`config.mk`:
```
export PLATFORM = sky130hd
export DESIGN_NAME = wr_rptr_sync
export DESIGN_NICKNAME = d
export VERILOG_FILES = /design/src/rtl/fifo_pkg.sv /design/src/rtl/sync_chain.sv /design/src/rtl/wr_rptr_sync.sv
export SDC_FILE = /design/constraint.sdc
export NUM_CORES = 1
export LEC_CHECK = 0
export BUFFER_PORTS_ARGS = -buffer_cell sky130_fd_sc_hd__buf_2
export CORE_UTILIZATION = 29
export DETAILED_ROUTE_END_ITERATION = 8
export SLEW_MARGIN = 20
export SYNTH_ARGS = -nofsm -noshare
export SYNTH_HDL_FRONTEND = slang
export SYNTH_SLANG_ARGS = --single-unit
```
`constraint.sdc`:
```
create_clock -name wr_clk -period 4.1 [get_ports wr_clk]
set_input_delay 0.615 -clock wr_clk [delete_from_list [all_inputs] [get_ports wr_clk]]
set_output_delay 0.615 -clock wr_clk [all_outputs]
set_load 0.05 [all_outputs]
```
`src/rtl/fifo_pkg.sv`:
```
// Shared async-FIFO definitions: default widths and gray/binary pointer conversion.
// Pointer helpers work on a 32-bit container; callers zero-extend and truncate to their width.
package fifo_pkg;

  localparam int DEF_ADDR_WIDTH = 5;
  localparam int DEF_OVF_CNT_W  = 8;
  localparam int PTR_MAX_W      = 32;

  function automatic logic [PTR_MAX_W-1:0] gray2bin(input logic [PTR_MAX_W-1:0] g);
    logic [PTR_MAX_W-1:0] b;
    b[PTR_MAX_W-1] = g[PTR_MAX_W-1];
    for (int i = PTR_MAX_W - 2; i >= 0; i--) begin
      b[i] = g[i] ^ b[i+1];
    end
    return b;
  endfunction

  function automatic logic [PTR_MAX_W-1:0] bin2gray(input logic [PTR_MAX_W-1:0] b);
    return b ^ (b >> 1);
  endfunction

endpackage

```
`src/rtl/sync_chain.sv`:
```
// Generic W-bit, N-stage flop synchronizer with asynchronous active-high reset.
// Stages are plain flop-to-flop; the input must come straight from a register in the source domain.
module sync_chain
  import fifo_pkg::*;
#(
  parameter int W = 1,
  parameter int N = 2
) (
  input  logic         clk,
  input  logic         reset,
  input  logic [W-1:0] d,
  output logic [W-1:0] q
);

  logic [W-1:0] stage_d [N];
  logic [W-1:0] stage_q [N];

  always_comb begin
    stage_d[0] = d;
    for (int i = 1; i < N; i++) begin
      stage_d[i] = stage_q[i-1];
    end
  end

  always_ff @(posedge clk or posedge reset) begin
    if (reset) begin
      for (int i = 0; i < N; i++) begin
        stage_q[i] <= '0;
      end
    end else begin
      stage_q <= stage_d;
    end
  end

  assign q = stage_q[N-1];

endmodule

```
`src/rtl/wr_rptr_sync.sv`:
```
// Write-side receiver of the gray read pointer: sync, registered level, almost-full, overflow count.
// WR_SYNC_3STAGE_EN selects a 3-flop synchronizer instead of the default 2-flop one.
module wr_rptr_sync
  import fifo_pkg::*;
#(
  parameter int ADDR_WIDTH = DEF_ADDR_WIDTH,
  parameter int OVF_CNT_W  = DEF_OVF_CNT_W
) (
  input  logic                  wr_clk,
  input  logic                  reset,
  input  logic [ADDR_WIDTH:0]   rd_gray_ptr,
  input  logic [ADDR_WIDTH:0]   wr_ptr,
  input  logic                  wr_en,
  input  logic                  wr_full,
  input  logic [ADDR_WIDTH:0]   af_thresh,
  input  logic                  ovf_clr,
  output logic [ADDR_WIDTH:0]   sync_read_ptr,
  output logic [ADDR_WIDTH:0]   wr_level,
  output logic                  wr_almost_full,
  output logic [OVF_CNT_W-1:0]  ovf_count
);

  localparam int PW = ADDR_WIDTH + 1;

`ifdef WR_SYNC_3STAGE_EN
  localparam int SYNC_N = 3;
`else
  localparam int SYNC_N = 2;
`endif

  logic [PW-1:0]        sync_ptr;
  logic [PW-1:0]        rd_bin;
  logic [PW-1:0]        wr_bin;
  logic [PW-1:0]        wr_level_d, wr_level_q;
  logic                 wr_af_d, wr_af_q;
  logic [OVF_CNT_W-1:0] ovf_cnt_d, ovf_cnt_q;

  sync_chain #(
    .W (PW),
    .N (SYNC_N)
  ) u_rptr_sync (
    .clk   (wr_clk),
    .reset (reset),
    .d     (rd_gray_ptr),
    .q     (sync_ptr)
  );

  // A stale synced read pointer lags the real one, so this difference can only overstate occupancy.
  always_comb begin
    rd_bin     = PW'(gray2bin(PTR_MAX_W'(sync_ptr)));
    wr_bin     = PW'(gray2bin(PTR_MAX_W'(wr_ptr)));
    wr_level_d = wr_bin - rd_bin;
    wr_af_d    = (af_thresh != '0) && (wr_level_d >= af_thresh);

    ovf_cnt_d = ovf_cnt_q;
    if (ovf_clr) begin
      ovf_cnt_d = '0;
    end else if (wr_en && wr_full && (ovf_cnt_q != '1)) begin
      ovf_cnt_d = ovf_cnt_q + 1'b1;
    end
  end

  always_ff @(posedge wr_clk or posedge reset) begin
    if (reset) begin
      wr_level_q <= '0;
      wr_af_q    <= 1'b0;
      ovf_cnt_q  <= '0;
    end else begin
      wr_level_q <= wr_level_d;
      wr_af_q    <= wr_af_d;
      ovf_cnt_q  <= ovf_cnt_d;
    end
  end

  assign sync_read_ptr  = sync_ptr;
  assign wr_level       = wr_level_q;
  assign wr_almost_full = wr_af_q;
  assign ovf_count      = ovf_cnt_q;

endmodule

```
Word-level counts from Yosys, hierarchy flattened
Index checks and enable logic that the tools add are counted.
- register bits: 27
- output and inout port bits: 21
- word-level logic and storage cells: 26
- input port bits: 23
- multiplexer cells: 2
- order comparisons: 1
- equal/unequal tests: 1
- reductions and logical operators: 5
- $add $sub $neg: 2
- bitwise operators: 10
- operators by type and width (cell ; count):
    8-bit two-way mux ; 2
    1-bit bitwise XOR ; 10
    8-bit by 1-bit adder with 8-bit output (second input constant) ; 1
    8-bit != test (second input constant) ; 1
    6-bit >= comparator ; 1
    6-bit nonzero test ; 1
    6-bit subtractor ; 1
    1-bit logical AND ; 3
    2-bit nonzero test ; 1

Longest topological paths before layout
- depth after elaboration: 8
- mapped depth: 13
- mapped depth without buffers: 13

By module
A second synthesis with hierarchy kept.
- cells, all modules: 129
- area total of the unflattened synthesis: 1475.2 µm²
- by module, submodules not included (module ; area an instance (µm²) ; cells each ; instances ; seq. area each (µm²)):
    wr_rptr_sync ; 1171.1 ; 116 ; 1 ; 375.4
    sync_chain ; 304.0 ; 13 ; 1 ; 300.3

Least setup slack after synthesis
Ideal clock, no wire load.
- path kind: reg2reg
- from: reg u_rptr_sync.stage_q, in the netlist u_rptr_sync.q[5]
- to: reg wr_af_q, in the netlist wr_almost_full
- path slack: 868 ps
- arrival time: 3112 ps
- cell stages (with the launch flop): 14
- clock period less this slack: 3232 ps
- required time: 3980 ps
- setup time: 120 ps
- buffers on the path: 0
- cell sequence: dfrtp_1 > xnor2_2 > xor2_4 > xnor2_1 > inv_1 > ha_1 > nor2b_1 > o21a_1 > o2111a_1 > a211o_1 > ha_1 > a21oi_1 > o211ai_1 > and3_1
- word-level cells in the longest chain between the ends: 8
- RTL lines (element ; line ; RTL):
    start: declaration ; sync_chain.sv:16 ; logic [W-1:0] stage_q [N];
    start signal: assignment ; sync_chain.sv:31 ; stage_q <= stage_d;
    1-bit bitwise XOR (5 in a row) ; fifo_pkg.sv:13 ; b[i] = g[i] ^ b[i+1];
    6-bit subtractor * ; wr_rptr_sync.sv:52 ; wr_level_d = wr_bin - rd_bin;
    named net wr_level_d[5] ; wr_rptr_sync.sv:34 ; logic [PW-1:0] wr_level_d, wr_level_q;
    6-bit >= comparator * ; wr_rptr_sync.sv:53 ; wr_af_d = (af_thresh != '0) && (wr_level_d >= af_thresh);
    1-bit logical AND * ; wr_rptr_sync.sv:53 ;
    named net wr_af_d ; wr_rptr_sync.sv:35 ; logic wr_af_d, wr_af_q;
    end signal: assignment ; wr_rptr_sync.sv:70 ; wr_af_q <= wr_af_d;
    end: declaration ; wr_rptr_sync.sv:35 ;
Mark *: on every way through the listed nets, which the timed path passes. The rest lies on a longest branch.
A chain may end at the register's enable or synchronous reset.

Worst setup path in the final report
- from: in wr_ptr[5]
- to: reg wr_af_q, in the netlist wr_almost_full
- word-level cells in the longest chain between the ends: 8
- RTL lines (element ; line ; RTL):
    start: declaration ; wr_rptr_sync.sv:12 ; input logic [ADDR_WIDTH:0] wr_ptr,
    1-bit bitwise XOR (5 in a row) ; fifo_pkg.sv:13 ;
    6-bit subtractor * ; wr_rptr_sync.sv:52 ;
    named net wr_level_d[5] ; wr_rptr_sync.sv:34 ;
    6-bit >= comparator * ; wr_rptr_sync.sv:53 ;
    1-bit logical AND * ; wr_rptr_sync.sv:53 ;
    named net wr_af_d ; wr_rptr_sync.sv:35 ;
Marked as above.

==> qor.yml <==
cap_violations: 0
path_class: "in2reg"
antenna_found_initial: 0
clk_latency_ns: 0.27
cts_max_level: 1
layout-drive-gt1-share_pct: 31.58
cp_num_buf_inv: 2
cts_buffer_depth: 2
dp_hpwl_um: 2038
hp-class: "reg2reg"
clk_pin_slew_worst_paths_ns: 0.09
grt_pass1_vias: 946
path_delay_family: "compound AO/OA/AOI/OAI gates"
wire_per_inst_um: 10.64
fmaxAchievable_mhz: 313.6
required_ns: 4.27
initial_core_util_pct: 30.41
cts_root_buf: "clkbuf_8"
synth_seq_cells: 27
die_y_um: 72.84
grt_util_met2_pct: 16.51
reg2reg_setup_slack_ns: 0.93
clock_skew_ns: 0.001493
clkSinkCount: 27
drtIter0Drc: 12
grt_pass1_wl_um: 4146
relSlewSlack_pct: 62.21
die_w_um: 72.84
yosysSeqAreaShare_pct: 46.43
yosys_warnings: 0
startpoint: "wr_ptr[5]"
cts_setup_buffers: 0
dr.pass1.iters: 4
p_per_area_mw_per_mm2: 497.9
min_period_ns: 3.189
fin_cells: 238
worst_ep_arrival_time_ns: 3.36
die-area_mm2: 0.005305
cts_resized: 0
fin_crit_sh_pct: 77.77
routed_wl_um: 2533
use_met3_pct: 1.934
via_per_inst: 4.151
slowest_stage: "ha_1"
grt_max_degree: 28
cp-endpoint: "wr_almost_full"
r2r_start: "u_rptr_sync.q[5]"
rr_worst_depth: 13
numCtsBuffers: 3
fin_nets: 209
grt_busiest_layer: "met2"
slew_viol_final: 0
synth.cell_area_mm2: 0.001455
hold_viol_final: 0
gp_congestion: 0.7668
vias: 988
crit_path_frequent_cell: "ha_1"
io_buffers: 43
rows: 25
endpoint_kind: "flop"
place_inst: 234
setup_viol: 0
outcome: "complete, no violations"
tns_ns: 0
n_antenna_cell: 0
path_cells: "buf_2 -> xor2_2 -> xnor2_2 -> xor2_1 -> inv_1 -> ha_1 -> nor2b_1 -> o21a_1 -> o2111a_1 -> a211o_1 -> ha_1 -> a21oi_1 -> o211ai_1 -> and3_1"
cp_max_fo: 4
crit_path_max_incr_delay_ns: 0.29
gr-usage-met1_pct: 13.80
synth_cell_types: 35
reg2reg_to: "wr_almost_full"
worstMarginPinSlew_ns: 0.5661
hold_buffers: 0
leakagePower_nw: 0.9366
drc: 0
grt_usage_pct: 10.38
pin_count: 44
core_mm2: 0.004786
synthToLayoutAreaGrowth_pct: 23.65
antenna_left: 0
overflow: 0
ir_drop_v: 0.0001658
cts_tree: "yes"
synth_nets: 162
synthCells: 125
start_kind: "input pin"
avgSynthCellArea_um2: 11.64
rsz0062_at_grt: "false"
worst-path-stages: 14
==> sequential cells by signal, indices dropped and copies added, names as in the netlist <==
register             flops
wr_level                 6
ovf_count                8
u_rptr_sync.q            6
u_rptr_sync.stage_d      6
wr_almost_full           1
==> report_power, final <==
group	total [mW]	internal (mW)	switching, mW
logic	0.423	0.143	0.280
clock network	0.153	0.0689	0.0839
registers	0.320	0.307	0.0130
==> metrics by stage <==
step | util, % | area (µm²) | setup WS [ns] | hold slack (ns) | power, mW
final | 37.59 | 1799 | 0.9112 | 0.3551 | 0.8959
after global placement | 36.58 | 1750 | 0.6578 | 0.3311 | 0.7494
after detailed placement | 36.58 | 1750 | 0.6176 | 0.3347 | 0.7517
after floorplan | - | 1455 | 0.8685 | 0.3312 | 0.6595
after global routing | 37.59 | 1799 | 0.7130 | 0.3674 | 0.9721
after CTS | 37.59 | 1799 | 0.8973 | 0.3584 | 0.9136
==> synth_stat cells (all sizes together) <==
cell type	n	area (µm²)
a211o	1	8.760
a211oi	1	7.510
a21o	1	7.510
a21oi	2	10.01
and2	4	25.02
and3	2	12.51
buf	1	3.750
dfrtp	27	675.7
fa	1	20.02
ha	13	162.7
inv	13	48.80
mux2i	2	20.02
nand2	2	7.510
nand2b	2	12.51
nand3	2	10.01
nand4	2	18.77
nor2	8	30.03
nor2b	1	6.260
nor3	2	10.01
nor4	1	6.260
o2111a	1	11.26
o2111ai	2	17.52
o211ai	3	27.52
o21a	2	15.01
o21ai	4	20.02
o21ba	1	10.01
o31ai	1	7.510
xnor2	10	102.6
xor2	13	140.1
==> cells in the final DEF, fill, tap and decap left out, drive strengths merged, types with 2 or more instances in the layout <==
| cell type | count |
|---|---|
| buf | 43 |
| dfrtp | 27 |
| ha | 13 |
| inv | 13 |
| xor2 | 13 |
| xnor2 | 10 |
| nor2 | 8 |
| and2 | 4 |
| o21ai | 4 |
| clkbuf | 3 |
| o211ai | 3 |
| o21a | 2 |
| a21oi | 2 |
| nor3 | 2 |
| nand3 | 2 |
| nand2b | 2 |
| nand2 | 2 |
| and3 | 2 |
| mux2i | 2 |
| o2111ai | 2 |
| nand4 | 2 |
==> worst min path at each step <==
stage / startpoint / end / cells after the start
6_report: u_rptr_sync.stage_d[4] / u_rptr_sync.q[4] / 0
5_1_grt: u_rptr_sync.stage_d[4] / u_rptr_sync.q[4] / 0
4_1_cts: u_rptr_sync.stage_d[4] / u_rptr_sync.q[4] / 0
3_5_place_dp: u_rptr_sync.stage_d[4] / u_rptr_sync.q[4] / 0
3_3_place_gp: u_rptr_sync.stage_d[2] / u_rptr_sync.q[2] / 0
2_1_floorplan: u_rptr_sync.stage_d[0] / u_rptr_sync.q[0] / 0
==> logic make-up (layout without fill, tap and decap cells) <==
logic type	Yosys count	in the layout	synth area share, %
buf+inv	14	60	3.611
flops	27	27	46.43
mux	2	2	1.376
compound gates	19	19	9.802
simple gates	26	26	9.545
fa+ha+maj	14	14	12.55
xor+xnor	23	23	16.68
==> per-layer routing <==
| metal | share of wire, % | vias to the layer above |
|---|---|---|
| met2 | 44 | 31 |
| met4 | 0.55 | 0 |
| met5 | 0 | - |
| li1 | - | 512 |
| met1 | 49 | 443 |
| met3 | 6.0 | 2 |
==> layout make-up <==
| class | count | area [µm²] |
|---|---|---|
| fillers | 500 | 2987 |
| multi-input cells | 84 | 726.9 |
| flip-flops and latches | 27 | 675.6 |
| repair buffers | 43 | 215.2 |
| well taps | 67 | 83.83 |
| inverters | 13 | 48.80 |
| clock buffers | 3 | 41.29 |
| clock inverters | 1 | 7.507 |
No activity file was read; power rests on OpenSTA's default activity.
